### config.mk
export PLATFORM = sky130hd
export DESIGN_NAME = pacman_render_unit
export DESIGN_NICKNAME = d
export VERILOG_FILES = /design/src/rtl/pacman_render_unit.sv
export SDC_FILE = /design/constraint.sdc
export NUM_CORES = 1
export LEC_CHECK = 0
export ABC_AREA = 1
export ABC_CLOCK_PERIOD_IN_PS = 3400
export CORE_MARGIN = 4
export CORE_UTILIZATION = 40
export CTS_CLUSTER_SIZE = 25
export DETAILED_ROUTE_END_ITERATION = 10
export PLACE_DENSITY = 0.67
export REMOVE_ABC_BUFFERS = 1
export SLEW_MARGIN = 0
export SYNTH_ARGS = -nofsm -noshare
export SYNTH_HDL_FRONTEND = slang
export SYNTH_SLANG_ARGS = --single-unit
### constraint.sdc
create_clock -name CLOCK_50 -period 3.4 [get_ports CLOCK_50]
set_input_delay 0.51 -clock CLOCK_50 [delete_from_list [all_inputs] [get_ports CLOCK_50]]
set_output_delay 0.51 -clock CLOCK_50 [all_outputs]
set_load 0.1 [all_outputs]
### src/rtl/pacman_render_unit.sv
// Pac-Man board renderer: per-pixel wall and ghost hit flags plus a free-running clock divider.
// The pixel position is decoded to a board cell and an in-cell offset. The wall map is pure logic.
// Both render flags are registered, giving one cycle of latency from the inputs.
module pacman_render_unit #(
  parameter int unsigned CELL_PX     = 20,
  parameter int unsigned COLS        = 32,
  parameter int unsigned ROWS        = 24,
  parameter int unsigned GHOST_INSET = 2
) (
  input  logic        CLOCK_50,
  input  logic        reset,
  input  logic        gameover,
  input  logic [9:0]  x,
  input  logic [8:0]  y,
  input  logic [4:0]  ghost_x,
  input  logic [4:0]  ghost_y,
  output logic [31:0] divided_clocks,
  output logic        back_on,
  output logic        ghost_on
);

  localparam int unsigned XW       = 10;
  localparam int unsigned YW       = 9;
  localparam int unsigned CNT_W    = 32;
  localparam int unsigned BOARD_W  = COLS * CELL_PX;
  localparam int unsigned BOARD_H  = ROWS * CELL_PX;
  localparam int unsigned INSET_LO = GHOST_INSET;
  localparam int unsigned INSET_HI = CELL_PX - 1 - GHOST_INSET;

  logic [CNT_W-1:0] div_cnt;
  logic [XW-1:0]    col;
  logic [XW-1:0]    ox;
  logic [YW-1:0]    row;
  logic [YW-1:0]    oy;
  logic             on_board_c;
  logic             border_c;
  logic             pillar_c;
  logic             back_c;
  logic             ghost_cell_c;
  logic             ghost_shape_c;
  logic             ghost_c;

  // Split the pixel position into board cell and offset inside that cell
  always_comb begin
    col = x / XW'(CELL_PX);
    ox  = x % XW'(CELL_PX);
    row = y / YW'(CELL_PX);
    oy  = y % YW'(CELL_PX);
  end

  // Visible-area test; anything outside the board renders nothing
  always_comb begin
    on_board_c = (x < XW'(BOARD_W)) && (y < YW'(BOARD_H));
  end

  // Wall map: outer border ring plus pillars on every even/even cell
  always_comb begin
    border_c = (row == '0) || (row == YW'(ROWS - 1)) ||
               (col == '0) || (col == XW'(COLS - 1));
    pillar_c = ~row[0] & ~col[0];
    back_c   = on_board_c & (border_c | pillar_c);
  end

  // Ghost sprite: the inset square inside the ghost's cell, independent of walls
  always_comb begin
    ghost_cell_c  = (col == XW'(ghost_x)) && (row == YW'(ghost_y)) &&
                    (YW'(ghost_y) < YW'(ROWS));
    ghost_shape_c = (ox >= XW'(INSET_LO)) && (ox <= XW'(INSET_HI)) &&
                    (oy >= YW'(INSET_LO)) && (oy <= YW'(INSET_HI));
    ghost_c       = on_board_c & ghost_cell_c & ghost_shape_c;
  end

  // Divider counter and registered render flags, blanked during game over
  always_ff @(posedge CLOCK_50 or negedge reset) begin
    if (!reset) begin
      div_cnt  <= '0;
      back_on  <= 1'b0;
      ghost_on <= 1'b0;
    end else begin
      div_cnt  <= div_cnt + CNT_W'(1);
      back_on  <= back_c & ~gameover;
      ghost_on <= ghost_c & ~gameover;
    end
  end

  assign divided_clocks = div_cnt;

endmodule

==> results of run 1 <==
==> worst max-delay path, stage by stage <==
cell                              delay, ns
sky130_fd_sc_hd__clkdlybuf4s50_1       0.58
sky130_fd_sc_hd__nand3_1               0.17
sky130_fd_sc_hd__nand2_1               0.09
sky130_fd_sc_hd__clkinv_1              0.12
sky130_fd_sc_hd__nand2_1               0.13
sky130_fd_sc_hd__nand2_1               0.06
sky130_fd_sc_hd__nand2_1               0.08
sky130_fd_sc_hd__inv_2                 0.05
sky130_fd_sc_hd__nand2_4               0.07
sky130_fd_sc_hd__nand2_4               0.07
sky130_fd_sc_hd__a21oi_4               0.18
sky130_fd_sc_hd__nand2_4               0.07
sky130_fd_sc_hd__nand3_4               0.10
sky130_fd_sc_hd__inv_2                 0.05
sky130_fd_sc_hd__nand2_1               0.05
sky130_fd_sc_hd__nand2_1               0.07
sky130_fd_sc_hd__inv_2                 0.10
sky130_fd_sc_hd__nand2_4               0.08
sky130_fd_sc_hd__nand2_2               0.08
sky130_fd_sc_hd__nand3_2               0.08
sky130_fd_sc_hd__nand2_2               0.09
sky130_fd_sc_hd__nand2_2               0.08
sky130_fd_sc_hd__nand2_1               0.06
sky130_fd_sc_hd__o21ai_1               0.06
sky130_fd_sc_hd__nor2_1                0.08
sky130_fd_sc_hd__nor2_1                0.05
==> cell families after synthesis <==
logic type      Yosys count
xor+xnor                 31
fa+ha+maj                 1
flops                    34
buf+inv                  66
compound gates           23
simple gates            222
==> power by group <==
part | internal, mW | switching [mW]
clock | 0.294 | 0.151
combinational | 0.161 | 0.276
sequential | 0.406 | 0.000448
total | 0.860 | 0.427
==> state kept, by name, summed over array words and instances (netlist names) <==
signal          count
back_on             1
divided_clocks     32
ghost_on            1
==> layer usage <==
layer / track usage, % / routed length (µm)
met3: 3.33 / 349
met1: 18.1 / 2530
met2: 25.0 / 2700
met4: 4.97 / 72
met5: 0 / 0
==> cell usage after synthesis <==
cell	instances	area, µm²
sky130_fd_sc_hd__nor3_1	3	15.0
sky130_fd_sc_hd__o2111ai_1	3	26.3
sky130_fd_sc_hd__o21bai_1	1	7.51
sky130_fd_sc_hd__o21ai_1	4	20.0
sky130_fd_sc_hd__o21ai_2	1	8.76
sky130_fd_sc_hd__ha_1	1	12.5
sky130_fd_sc_hd__nor2_1	32	120
sky130_fd_sc_hd__nor3b_2	1	12.5
sky130_fd_sc_hd__o31ai_1	1	7.51
sky130_fd_sc_hd__xnor2_1	6	52.6
sky130_fd_sc_hd__a21oi_2	1	8.76
sky130_fd_sc_hd__a21boi_2	1	11.3
sky130_fd_sc_hd__nand4_1	10	62.6
sky130_fd_sc_hd__clkinv_1	1	3.75
sky130_fd_sc_hd__xor2_1	25	219
sky130_fd_sc_hd__inv_2	18	67.6
sky130_fd_sc_hd__nor3_2	3	30.0
sky130_fd_sc_hd__nand2_1	90	338
sky130_fd_sc_hd__nand3b_1	1	7.51
sky130_fd_sc_hd__nor4_2	1	12.5
sky130_fd_sc_hd__nor4_1	2	12.5
sky130_fd_sc_hd__o21ai_0	2	10.0
sky130_fd_sc_hd__and3_1	2	12.5
sky130_fd_sc_hd__nand2_4	10	113
sky130_fd_sc_hd__nand2_2	19	119
sky130_fd_sc_hd__nand3_2	9	90.1
sky130_fd_sc_hd__dfrtp_1	34	851
sky130_fd_sc_hd__nand4_2	2	25.0
sky130_fd_sc_hd__inv_1	47	176
sky130_fd_sc_hd__nand3_1	35	175
sky130_fd_sc_hd__nor2_2	1	6.26
sky130_fd_sc_hd__nand3_4	1	17.5
sky130_fd_sc_hd__a21oi_4	1	16.3
sky130_fd_sc_hd__a21oi_1	8	40.0
==> final timing paths <==
check                                   startpoint            endpoint  slack (ns)  cells past startpoint
min in group asynchronous                    reset   divided_clocks[4]        0.63                      2
worst min register to register  divided_clocks[31]  divided_clocks[31]        0.47                      1
max in group asynchronous                    reset             back_on        2.46                      2
worst max register to register   divided_clocks[2]  divided_clocks[31]        0.61                     14
worst min-delay path            divided_clocks[31]  divided_clocks[31]        0.47                      1
worst max-delay path                          x[9]             back_on        0.34                     26
==> stage by stage <==
stage	instance area (µm²)	setup TNS [ns]	hold slack (ns)	cells	util, %
2_1_floorplan	2710	-0.0224	0.214	377	-
3_3_place_gp	3460	0	0.456	520	53.5
3_5_place_dp	3460	0	0.467	520	53.5
4_1_cts	3590	0	0.482	528	55.7
5_1_grt	3610	0	0.494	528	55.9
6_report	3610	0	0.472	528	55.9
==> cell type report <==
cell class / count / area share, %
Sequential cell: 34 / 23.6
Timing Repair Buffer: 66 / 18.2
Tap cell: 77 / 2.67
Inverter: 66 / 6.87
Clock buffer: 5 / 1.91
Multi-Input combinational cell: 277 / 44.8
Clock inverter: 3 / 1.91
==> cell usage in the layout, fill, tap and decap left out, types with 3 or more instances in the layout <==
cell and n:
sky130_fd_sc_hd__nand2_4 10, sky130_fd_sc_hd__nor3_2 3, sky130_fd_sc_hd__o21ai_1 4, sky130_fd_sc_hd__nand2_1 89, sky130_fd_sc_hd__xor2_1 25, sky130_fd_sc_hd__nand4_1 10
sky130_fd_sc_hd__a21oi_1 8, sky130_fd_sc_hd__nand3_1 35, sky130_fd_sc_hd__inv_2 18, sky130_fd_sc_hd__clkbuf_8 5, sky130_fd_sc_hd__nand3_2 9, sky130_fd_sc_hd__nor2_1 32
sky130_fd_sc_hd__inv_1 47, sky130_fd_sc_hd__dfrtp_1 34, sky130_fd_sc_hd__buf_4 3, sky130_fd_sc_hd__nor3_1 3, sky130_fd_sc_hd__xnor2_1 6, sky130_fd_sc_hd__nand2_2 20
sky130_fd_sc_hd__o2111ai_1 3, sky130_fd_sc_hd__clkdlybuf4s50_1 61
==> what timing repair did <==
item	in CTS	in global routing
buffers inserted	0	0
endpoints found under the hold margin	0	0
setup endpoints to repair	0	3
resized for setup	0	4
==> out/summary.md, run 1 <==
The endpoint kind of the worst setup timing path was a flop. For this design the ratio of total power to cell area is 357 nW/µm². TritonCTS built the clock tree. The synthesized netlist devotes 0.462% of its cell area to adder and majority cells. In the routed design, unresolved DRC markers number 0.

The first global-routing pass estimated 10.3 mm of wire. In this run, the number of DRC markers left after iteration 0 of detailed routing was 87. The clock drives 34 sinks. After clock tree synthesis, the flow added hold-fix buffers numbering 0. After detailed routing, the average wire length per cell comes to 10.7 µm. The run gives 377 as the number of cells produced by synthesis.

The routed via count divided by cell count works out to 4.87. The share of post-route cells with drive strength above 1 is 18.2%. At the later pin of the worst-skew pair, clock insertion delay measures 0.28 ns.

The H-tree was split into 2 levels. The starting density of the core was 41.9%. Setup repair after global routing left no endpoint under its margin. The post-route clock period utilization works out to 89.9%. After synthesis, the largest family of logic cells by area is simple AND/OR/NAND/NOR gates.

The via count of the first global-routing pass came out at 2,439. The critical path class is input port to flop. The buffer levels on the longest clock path was 2.

The required time at the worst-slack endpoint came out at 3.56 ns. After filler insertion, the fill cell instance count of the layout stands at 605. For the number of buffers created by CTS, the log shows 5.

The initial antenna violation count is 0, and the number of warnings issued by yosys is 0. The number of pins exceeding their max-slew limit in the final report was 0. The maximum fanout encountered on the critical timing path works out to 6.

After Yosys synthesis, and, or, nand and nor cells account for 43.2% of the synthesized area. For the weighted congestion reported at the end of routability-driven placement, the log shows 0.780. The detailed router placed 2,569 vias in this run.

The critical path startpoint category was an input port. The run gives 4 as the number of iterations in the first detailed-routing pass. From synthesis to final layout, the design area changed by 33.3%. After synthesis the netlist holds a flip-flop and latch count of 34. The netlist uses 34 different library cells. The achievable clock frequency was 327 MHz.

Average cell area after synthesis: 7.18 µm². Before CTS, the worst setup slack after placement is 0.00616 ns. The endpoint arrival time on the critical path was 3.21 ns; the area taken by multi-input logic gates was 1620 µm².

The tree is rooted in a sky130_fd_sc_hd__clkbuf_8. The smallest clock period supported by the final layout is computed as 3.06 ns. Across all setup checks in the final design, the least slack found is 0.343 ns. The run gives 0 as the count of antenna-violating nets left after detailed routing. The multiplexer area fraction after synthesis is 0%. The count of buffers added on input and output ports is 63. Global routing finished with a remaining overflow of 0.

The maximum number of pins on one net before global-route repair was 35; the overall die height was 90.3 µm. At the pin with the least slew margin, the transition time is 1.01 ns. Across the VDD grid, the largest voltage drop is 0.000160 V.

Summed over all nets, the half-perimeter wirelength after detailed placement is 4.75 mm. The final layout contains 483 nets. Setup violations remaining at the end of the flow were counted as 0. For the relative slew slack, the log shows 32.7%. The run finished with clean final reports. After Yosys synthesis, XOR and XNOR cells account for 10.0% of the synthesized area. For this design the static power due to leakage is 1.85 nW. For the overall power after layout, the log shows 1.29 mW.

Between clock sinks in the finished design, the worst skew comes to 0.00812 ns. In the global route stage, overall resource usage came out at 14.6%. Sequential cells were found to cover 31.4% of the synthesized design area. The number of antenna diodes in the final layout is 0. Clock-pin slew was measured on the worst setup and hold paths at 0.08 ns. The run gives 0 as the final number of hold-violating endpoints. The netlist area before placement came out at 2710 µm².

During I/O placement, the number of pins put on the boundary was 66. The overall die area was 8150 µm²; the complex-gate fraction of the synthesized area was 5.78%. The flip-flop and latch area was 851 µm²; the placeable core area was 6460 µm². The width of the die was 90.3 µm; the total length of routed wires was 5.65 mm. In this run the core area contains 29 standard-cell rows. The worst min-delay path category is flop to flop. Across the run, the number of max-cap violations was 0.
Note: power is estimated with default switching activity, not from simulation.
==> run 2: changes to the inputs <==
--- a/config.mk
+++ b/config.mk
@@ -7,11 +7,13 @@
 export LEC_CHECK = 0
 export ABC_AREA = 1
 export ABC_CLOCK_PERIOD_IN_PS = 3400
+export CELL_PAD_IN_SITES_DETAIL_PLACEMENT = 1
+export CELL_PAD_IN_SITES_GLOBAL_PLACEMENT = 1
 export CORE_MARGIN = 4
-export CORE_UTILIZATION = 40
+export CORE_UTILIZATION = 36
 export CTS_CLUSTER_SIZE = 25
 export DETAILED_ROUTE_END_ITERATION = 10
-export PLACE_DENSITY = 0.67
+export PLACE_DENSITY = 0.84
 export REMOVE_ABC_BUFFERS = 1
 export SLEW_MARGIN = 0
 export SYNTH_ARGS = -nofsm -noshare
==> out/summary.md, run 2 (same netlist as run 1, synthesis figures left out) <==
The worst path buffer plus inverter count is 5 (unchanged). The tools report the required time at the worst-slack endpoint as 3.56 ns (about the same). Total routing resource utilization after global routing: 16.7% (+2.1 points). The flow ran to the end, and the final reports show no timing, DRC or antenna violations. The setup path with the least slack is of type input port to flop.

The logs give 1.32 mW (+2.9%) for the overall power after layout and 2,680 (+4.3%) for the number of vias after detailed routing. The depth of the worst hold-timing path is 1 (unchanged). The post-layout worst setup margin came out at 0.350 ns (+0.00725 ns).

The net count reported at finish is 486 (+0.62%). The area growth from synthesis to layout is 36.1%. The critical path's largest stage delay was 0.53 ns (-0.05 ns); the maximum number of pins on one net before global-route repair was 35 (unchanged). The worst register-to-register path ends at divided_clocks[30]. The routed via count divided by cell count works out to 4.85 (-0.40%).

The worst min-delay path category was flop to flop. The maximum clock skew at final layout was 0.00843 ns (+0.000311 ns); the hold-fix buffer count after cts was 0 (unchanged). The slowest stage of the critical path is the sky130_fd_sc_hd__clkdlybuf4s50_1 cell. For the number of setup violations in the final report, the log shows 0 (unchanged).

Clock-pin transition on the worst setup and hold timing paths: 0.08 ns (about the same). The library cell used most frequently in the layout, excluding fill and tap cells, is sky130_fd_sc_hd__nand2_1. The final number of hold-violating endpoints is 0 (unchanged). Number of iterations in the first detailed-routing pass: 4 (unchanged). The share of power burned in the clock network is 34.1% (-0.4 points). The maximum fanout encountered on the critical timing path works out to 6 (unchanged).

The total length of routed wires is 7.15 mm (+27%). The tools report the max-cap violation count as 0 (unchanged). Overall die area: 8970 µm² (+10%). The run gives 0.872 mW (+1.3%) as the internal cell power.

In this run the critical register-to-register path is launched from divided_clocks[0]. The logs give 31 (+6.9%) for the number of placement rows and 12.3 mm (+20%) for the wire length of the first global-routing pass. The sum of negative setup slack is 0 ns (unchanged).

In the layout the commonest cells are sky130_fd_sc_hd__nand2_1 (87), sky130_fd_sc_hd__clkdlybuf4s50_1 (60), sky130_fd_sc_hd__inv_1 (46). The share of post-route cells with drive strength above 1 is 19.6% (+1.4 points), and the mean routed wirelength per cell is 12.9 µm (+21%). Among the stages of the critical path, the cell type that occurs most often is sky130_fd_sc_hd__nand2_4. The quantity of I/O buffers inserted on ports works out to 63 (unchanged). The run gives 7290 µm² (+13%) as the placeable core area. The critical path's top delay family was simple AND/OR/NAND/NOR gates. The run gives 59 (-32%) as the iteration-0 DRC count of the detailed router. TritonCTS built the clock tree.

For the count of antenna diodes in the layout, the log shows 0 (unchanged). The logs give 66 (unchanged) for the number of top-level pins and 35.3% (+1.4 points) for the combinational power share. The clock latency of the later-clocked register in the worst-skew pair is 0.29 ns (about the same).

The part of the power in registers was 30.6% (-0.9 points); the number of pins exceeding their max-slew limit in the final report was 0 (unchanged). The endpoint arrival time on the critical path came out at 3.21 ns (about the same). The number of cells traversed by the worst register-to-register path was 14 (unchanged); the weighted congestion reported at the end of routability-driven placement was 0.803 (+2.9%). The leakage dissipation was 1.89 nW (+2.5%); the width of the die was 94.7 µm (+4.9%). Power density over cell area: 359 nW/µm² (+0.74%).

The tools report the via count of the first global-routing pass as 2,845 (+17%). The run gives 37.1% (-4.8 points) as the starting density of the core. The achievable clock frequency is 328 MHz (+0.24%). The tools report the level count of the clock H-tree as 2 (unchanged). The estimated wirelength of the detail-placed design was 5.92 mm (+25%); the switching power total was 0.453 mW (+6.0%). The post-route clock period utilization was 89.7% (-0.21 points). The run gives -0.0485 ns (-0.0546 ns) as the post-placement worst setup slack.

For the DRC violation count after routing, the log shows 0 (unchanged). The actual slew at the worst max-slew pin came out at 1.02 ns (+0.0153 ns). Endpoint kind of the worst setup timing path: a flop. Count of clock tree sinks: 34 (unchanged).

The logs give 0.000211 V (+32%) for the maximum vdd ir drop and 5 (unchanged) for the number of buffers created by CTS. The fraction of power spent switching nets came out at 34.2% (+1.0 points). For hold timing, the worst endpoint is divided_clocks[31]. The tools report the internal reg-to-reg setup slack as 0.44 ns (-0.17 ns).

Overall die height: 94.7 µm (+4.9%). In this run the most critical hold path is launched from divided_clocks[31]. The number of flip-flops in the largest register works out to 32 (unchanged).

The minimum clock period came out at 3.05 ns (-0.00725 ns). The logs give 0 (unchanged) for the initial antenna violation count and 31.7% (-1.0 points) for the relative slew slack. The buffer levels on the longest clock path is 2 (unchanged), and the count of antenna-violating nets left after detailed routing is 0 (unchanged). The run gives 0 (unchanged) as the total grt overflow. Critical path startpoint category: an input port. The tree is rooted in a sky130_fd_sc_hd__clkbuf_8.
[run 2: repair_timing]
action,4_1_cts,5_1_grt
hold endpoints to repair,0,0
buffers inserted,0,0
endpoints found under the setup margin,0,4
resized for setup,0,12
[run 2: area by class of cell]
cell class	count	area, µm²
clock buffer	5	68.8
clock inverter	3	68.8
fill	944	3610
inverter	66	248
multi-input combinational	277	1640
sequential	34	851
tap	99	124
timing repair buffer	69	683
[run 2: worst max path at each step]
stage,startpoint,endpoint,slack (ns),cells past startpoint
final,x[7],back_on,0.35,26
after global routing,y[6],ghost_on,-0.03,29
after CTS,divided_clocks[0],divided_clocks[30],0.23,14
after detailed placement,x[8],back_on,-0.05,26
after global placement,x[8],back_on,0.08,27
after floorplan,divided_clocks[0],divided_clocks[30],-0.02,14
[run 2: per-stage QoR]
stage / cells / util, % / hold slack, ns / cell area [µm²]
after floorplan: 377 / - / 0.214 / 2710
after global placement: 545 / 48.1 / 0.456 / 3510
after detailed placement: 545 / 48.1 / 0.467 / 3510
after CTS: 553 / 50.0 / 0.480 / 3640
after global routing: 553 / 50.5 / 0.500 / 3680
final: 553 / 50.5 / 0.476 / 3680
[run 2: routing by layer]
metal / vias to the layer above / share of wire [%] / GRT usage (%) / wire length [µm]
li1: 1342 / - / - / -
met1: 1272 / 43 / 18.9 / 3050
met2: 56 / 52 / 33.1 / 3750
met3: 10 / 3.9 / 2.31 / 281
met4: 0 / 1.0 / 2.88 / 74
met5: - / 0 / 0 / 0
[run 2: power by group through the flow]
stage	Sequential, mW	Combinational (mW)	Clock, mW
2_1_floorplan	0.425	0.324	0
3_3_place_gp	0.414	0.445	0
3_5_place_dp	0.414	0.463	0
4_1_cts	0.406	0.464	0.458
5_1_grt	0.406	0.529	0.475
6_report	0.406	0.467	0.452
